--- src/rtl/alu_pkg.sv ---
// Shared encodings for the sequential ALU: operation select and controller states.
package alu_pkg;

  typedef enum logic [1:0] {
    OP_ADD = 2'b00,
    OP_SUB = 2'b01,
    OP_MUL = 2'b10,
    OP_DIV = 2'b11
  } op_e;

  typedef enum logic [1:0] {
    S_IDLE = 2'b00,
    S_BUSY = 2'b01,
    S_DONE = 2'b10
  } state_e;

endpackage

--- src/rtl/seq_alu_iter.sv ---
// Iterative datapath: one shift-add multiply step or one restoring-divide step per enable.
module seq_alu_iter #(
  parameter int WIDTH = 8
) (
  input  logic             clk,
  input  logic             rst_n,
  input  logic             load,
  input  logic             step,
  input  logic             is_div,
  input  logic [WIDTH-1:0] a,
  input  logic [WIDTH-1:0] b,
  output logic [WIDTH-1:0] hi_nxt,
  output logic [WIDTH-1:0] lo_nxt
);

  // hi holds partial product / remainder; lo holds multiplier / dividend-then-quotient.
  logic [WIDTH-1:0] hi_q, lo_q, opnd_q;
  logic             div_q;

  logic [WIDTH:0]   add_s;
  logic [WIDTH:0]   shifted;
  logic [WIDTH:0]   trial;
  logic [WIDTH-1:0] mul_hi, mul_lo, div_hi, div_lo;

  always_comb begin
    add_s   = {1'b0, hi_q} + (lo_q[0] ? {1'b0, opnd_q} : '0);
    mul_hi  = add_s[WIDTH:1];
    mul_lo  = {add_s[0], lo_q[WIDTH-1:1]};

    // Remainder stays below the divisor, so a non-negative trial always fits WIDTH bits.
    shifted = {hi_q, lo_q[WIDTH-1]};
    trial   = shifted - {1'b0, opnd_q};
    if (!trial[WIDTH]) begin
      div_hi = trial[WIDTH-1:0];
      div_lo = {lo_q[WIDTH-2:0], 1'b1};
    end else begin
      div_hi = shifted[WIDTH-1:0];
      div_lo = {lo_q[WIDTH-2:0], 1'b0};
    end

    hi_nxt = div_q ? div_hi : mul_hi;
    lo_nxt = div_q ? div_lo : mul_lo;
  end

  always_ff @(posedge clk or negedge rst_n) begin
    if (!rst_n) begin
      hi_q   <= '0;
      lo_q   <= '0;
      opnd_q <= '0;
      div_q  <= 1'b0;
    end else if (load) begin
      hi_q   <= '0;
      lo_q   <= is_div ? a : b;
      opnd_q <= is_div ? b : a;
      div_q  <= is_div;
    end else if (step) begin
      hi_q   <= hi_nxt;
      lo_q   <= lo_nxt;
    end
  end

endmodule

--- src/rtl/seq_alu.sv ---
// Multi-cycle ALU (add/sub/mul/div) with valid/ready on both operand intake and result delivery.
module seq_alu
  import alu_pkg::*;
#(
  parameter int WIDTH = 8,
  parameter int CNT_W = $clog2(WIDTH + 1)
) (
  input  logic               clk,
  input  logic               rst_n,
  input  logic               in_valid,
  output logic               in_ready,
  input  logic [WIDTH-1:0]   A,
  input  logic [WIDTH-1:0]   B,
  input  logic [1:0]         ctrl,
  output logic               out_valid,
  input  logic               out_ready,
  output logic [2*WIDTH-1:0] y,
  output logic               c
);

  state_e             state_q, state_d;
  logic [CNT_W-1:0]   cnt_q, cnt_d;
  logic [2*WIDTH-1:0] y_q, y_d;
  logic               c_q, c_d;

  logic               iter_load, iter_step, iter_div;
  logic [WIDTH-1:0]   hi_nxt, lo_nxt;
  logic [WIDTH:0]     sum, diff;

  assign sum  = {1'b0, A} + {1'b0, B};
  assign diff = {1'b0, A} - {1'b0, B};

  seq_alu_iter #(.WIDTH(WIDTH)) u_iter (
    .clk    (clk),
    .rst_n  (rst_n),
    .load   (iter_load),
    .step   (iter_step),
    .is_div (iter_div),
    .a      (A),
    .b      (B),
    .hi_nxt (hi_nxt),
    .lo_nxt (lo_nxt)
  );

  always_comb begin
    state_d   = state_q;
    cnt_d     = cnt_q;
    y_d       = y_q;
    c_d       = c_q;
    iter_load = 1'b0;
    iter_step = 1'b0;
    iter_div  = (ctrl == OP_DIV);

    case (state_q)
      S_IDLE: begin
        if (in_valid) begin
          case (op_e'(ctrl))
            OP_ADD: begin
              y_d     = {{WIDTH{1'b0}}, sum[WIDTH-1:0]};
              c_d     = sum[WIDTH];
              state_d = S_DONE;
            end
            OP_SUB: begin
              y_d     = {{WIDTH{1'b0}}, diff[WIDTH-1:0]};
              c_d     = diff[WIDTH];
              state_d = S_DONE;
            end
            OP_MUL: begin
              iter_load = 1'b1;
              cnt_d     = CNT_W'(WIDTH);
              state_d   = S_BUSY;
            end
            default: begin
              if (B == '0) begin
                y_d     = {A, {WIDTH{1'b1}}};
                c_d     = 1'b1;
                state_d = S_DONE;
              end else begin
                iter_load = 1'b1;
                cnt_d     = CNT_W'(WIDTH);
                state_d   = S_BUSY;
              end
            end
          endcase
        end
      end
      S_BUSY: begin
        iter_step = 1'b1;
        cnt_d     = cnt_q - 1'b1;
        // Capture the final iteration's result as it is computed.
        if (cnt_q == CNT_W'(1)) begin
          y_d     = {hi_nxt, lo_nxt};
          c_d     = 1'b0;
          state_d = S_DONE;
        end
      end
      S_DONE: begin
        if (out_ready) state_d = S_IDLE;
      end
      default: state_d = S_IDLE;
    endcase
  end

  always_ff @(posedge clk or negedge rst_n) begin
    if (!rst_n) begin
      state_q <= S_IDLE;
      cnt_q   <= '0;
      y_q     <= '0;
      c_q     <= 1'b0;
    end else begin
      state_q <= state_d;
      cnt_q   <= cnt_d;
      y_q     <= y_d;
      c_q     <= c_d;
    end
  end

  assign in_ready  = (state_q == S_IDLE);
  assign out_valid = (state_q == S_DONE);
  assign y         = y_q;
  assign c         = c_q;

endmodule
--- config.mk ---
export PLATFORM = sky130hd
export DESIGN_NAME = seq_alu
export DESIGN_NICKNAME = d
export VERILOG_FILES = /design/src/rtl/alu_pkg.sv /design/src/rtl/seq_alu_iter.sv /design/src/rtl/seq_alu.sv
export SDC_FILE = /design/constraint.sdc
export NUM_CORES = 1
export LEC_CHECK = 0
export ABC_AREA = 1
export CELL_PAD_IN_SITES_DETAIL_PLACEMENT = 0
export CELL_PAD_IN_SITES_GLOBAL_PLACEMENT = 1
export CORE_MARGIN = 1.5
export CORE_UTILIZATION = 38
export CTS_CLUSTER_DIAMETER = 120
export DETAILED_ROUTE_END_ITERATION = 7
export PLACE_DENSITY = 0.86
export SYNTH_ARGS = -nofsm -noshare
export SYNTH_HDL_FRONTEND = slang
export SYNTH_SLANG_ARGS = --single-unit
--- constraint.sdc ---
create_clock -name clk -period 1.85 [get_ports clk]
set_clock_uncertainty 0.05 [all_clocks]
set_input_delay 0.37 -clock clk [delete_from_list [all_inputs] [get_ports clk]]
set_output_delay 0.37 -clock clk [all_outputs]
set_load 0.01 [all_outputs]
==> impl_metrics.env <==
export IMPL_ys_async_sr_fraction_pct=100
export IMPL_power_density_nw_per_um2=1470
export IMPL_worstPathRequired_ns=2.00
export IMPL_setup_violations=18
export IMPL_synth_nets=680
export IMPL_num_vias=4563
export IMPL_max_freq_mhz=458
export IMPL_synth_edf_count=0
export IMPL_grt_overflow_total=0
export IMPL_ant_nets=0
export IMPL_worst_r2r_path_depth=16
export IMPL_floorplan_initialDensity_pct=39.6
export IMPL_nFillCells=998
export IMPL_cp_arrival_ns=2.33
export IMPL_tightest_slew_ns=0.420
export IMPL_path_class="register to register"
export IMPL_clk_latency_ns=0.31
export IMPL_postLayoutCoreUtil_pct=58.7
export IMPL_synth_warnings=0
export IMPL_hold_viol_final=0
export IMPL_die_w_um=107
export IMPL_clkTransAtPathRegs_ns=0.11
export IMPL_finalCriticalPeriod_ns=2.18
export IMPL_grt_pass1_vias=4542
export IMPL_core_um2=10500
export IMPL_vdd_drop_max_uv=594
export IMPL_drtIter0Drc=281
export IMPL_grt_usage_pct=24.8
export IMPL_grt_pass1_wl_mm=22.4
export IMPL_rr_endpoint="y[15]$_DFFE_PN0P_"
export IMPL_rsz0062_at_grt="true"
export IMPL_die_area_um2=11500
export IMPL_io_buffers=40
export IMPL_reg2reg_setup_slack_ns=-0.33
export IMPL_cts_num_sinks=48
export IMPL_syn_inst=619
export IMPL_root_buffer="clkbuf_8"
export IMPL_end_kind="register"
export IMPL_gp_congestion=0.926
export IMPL_cts_buffer_depth=2
export IMPL_maxCapViolCount=0
export IMPL_synth_top_area_cell="dfrtp_1"
export IMPL_drv_slew=0
export IMPL_p_leak_nw=3.26
export IMPL_cts_buffers=5
export IMPL_slew_headroom_pct=71.7
export IMPL_yosys_area_top_type_share_pct=29.0
export IMPL_synth_seq_cells=48
export IMPL_die_y_um=107
export IMPL_cts_tree="done"
export IMPL_fin_hold_ws_ns=0.383
export IMPL_setup_ws_ns=-0.331
export IMPL_drc_errors=0
export IMPL_layout_nets=822
export IMPL_htree_num_levels=2
export IMPL_final_setup_tns_ns=-5.09
export IMPL_reg2reg_from="u_iter.lo_q[7]$_DFFE_PN0P_"
export IMPL_drt_wl_total_mm=13.9
export IMPL_yosysUniqueCellTypes=37
export IMPL_antenna_found_initial=0
export IMPL_crit_path_start_kind="register"
export IMPL_ys_flop_type="dfrtp_1"
export IMPL_status="finished, violations left"
export IMPL_first_pass_iters=6
export IMPL_hpwl_mm=10.7
export IMPL_synthToLayoutAreaGrowth_pct=48.1
export IMPL_placed_cells=878
export IMPL_ioPinCount=41
export IMPL_hold_class="input pin to asynchronous set/reset pin"
export IMPL_rows=37
export IMPL_drive_gt1_share_pct=29.9
export IMPL_grt_max_degree=32
export IMPL_syn_cell_area_um2=4140
export IMPL_yosysSeqAreaShare_pct=29.0
export IMPL_critPathMaxFanout=5
export IMPL_syn_area_per_cell_um2=6.69
export IMPL_fin_crit_sh_pct=118
export IMPL_vias_per_cell=5.08
export IMPL_yosys_top_cells_area="dfrtp_1, nand2_1, ha_1, inv_1, nand3_1"
export IMPL_n_antenna_cell=0
export IMPL_violations="negative setup slack"
export IMPL_final_cells=898
export IMPL_avgRoutedWirePerCell_um=15.5
==> critical path: stages, from the launching register on <==
cell and delay, ns:
dfrtp_1 0.40, inv_2 0.08, ha_4 0.14, inv_4 0.03, fa_2 0.36, nand2_2 0.11
nand2_4 0.07, nand3_4 0.10, nand2_2 0.07, nand2_4 0.14, nand2_8 0.11, nand2_4 0.11
nand2_2 0.05, nand2_2 0.05, nand2_2 0.07, nand3_2 0.08, nand2_1 0.05
==> cells by family (layout without fill, tap and decap cells) <==
group           count (synthesis)  after routing  share of synthesized area (%)
simple gates                  290            291                           29.5
buf+inv                       114            256                           11.0
compound gates                117            117                           15.8
flops                          48             48                           29.0
fa+ha+maj                      39             39                           12.5
xor+xnor                       11             11                           2.33
==> cell type report <==
class / count / area [um2] / share of cell area (%)
Sequential cell: 48 / 1200 / 19.6
Clock buffer: 5 / 68.8 / 1.12
Timing Repair Buffer: 154 / 1340 / 21.8
Clock inverter: 3 / 68.8 / 1.12
Inverter: 94 / 365 / 5.95
Tap cell: 136 / 170 / 2.77
Multi-Input combinational cell: 458 / 2920 / 47.6
==> how the worst max path moves through the flow <==
| stage | startpoint | cells past startpoint | to |
|---|---|---|---|
| after global placement | B[2] | 12 | y[5]$_DFFE_PN0P_ |
| final | u_iter.lo_q[7]$_DFFE_PN0P_ | 16 | y[15]$_DFFE_PN0P_ |
| after floorplan | u_iter.lo_q[0]$_DFFE_PN0P_ | 14 | u_iter.hi_q[5]$_DFFE_PN0P_ |
| after global routing | u_iter.lo_q[7]$_DFFE_PN0P_ | 15 | u_iter.hi_q[3]$_DFFE_PN0P_ |
| after detailed placement | B[2] | 12 | y[5]$_DFFE_PN0P_ |
| after CTS | u_iter.lo_q[7]$_DFFE_PN0P_ | 16 | y[13]$_DFFE_PN0P_ |
==> cells in the mapped netlist (8+ instances only) <==
library cell	n
a211oi_1	8
a21oi_1	40
buf_2	12
dfrtp_1	48
ha_1	35
inv_1	90
nand2_1	181
nand3_1	54
nor2_1	34
o21ai_0	50
xor2_1	8
==> stage by stage <==
step / area, um2 / total power, mW / setup WS [ns]
4_1_cts: 5990 / 8.71 / -0.318
2_1_floorplan: 4190 / 4.85 / -0.0513
3_5_place_dp: 5450 / 7.06 / -0.516
3_3_place_gp: 5450 / 6.91 / -0.483
6_report: 6140 / 9.03 / -0.331
5_1_grt: 6140 / 9.74 / -0.436
==> metal layers <==
layer / share of wire, % / wire (um) / global-route usage, %
met3: 6.9 / 962 / 4.42
met1: 44 / 6050 / 33.0
met2: 47 / 6480 / 40.8
met5: 0 / 0 / 0
met4: 3.0 / 413 / 7.99
==> cells in the final DEF, fill, tap and decap left out, types with 11 or more instances in the layout <==
| master | synthesis | layout |
|---|---|---|
| ha_1 | 35 | 27 |
| nand3_1 | 54 | 30 |
| nor2_1 | 34 | 32 |
| inv_2 | 3 | 11 |
| o21ai_0 | 50 | 46 |
| nand2_1 | 181 | 158 |
| nand2_2 | 4 | 20 |
| inv_1 | 90 | 79 |
| a21oi_1 | 40 | 34 |
| dfrtp_1 | 48 | 46 |
| buf_4 | 1 | 105 |
| nand3_2 | 1 | 23 |
| clkdlybuf4s50_1 | 0 | 23 |
==> sequential cells by signal (all words and copies together), names as in the netlist <==
register	count
u_iter.opnd_q	8
u_iter.lo_q	8
c	1
cnt_q	4
y	16
u_iter.hi_q	8
state_q	2
u_iter.div_q	1
==> power breakdown <==
group	switching [mW]	total (mW)	internal, mW	leakage (nW)
clock	0.402	0.946	0.545	0.0687
sequential	0.339	1.88	1.54	0.586
combinational	3.50	6.21	2.71	2.61
==> repair_timing <==
action                     in CTS  in global routing
buffers inserted                6                  3
hold buffers                    1                  0
cloned                          2                  0
resized for setup              88                 37
setup endpoints to repair      32                 37
pin swaps                      27                 23
hold endpoints to repair        6                  0
(Power assumes the default switching activity.)
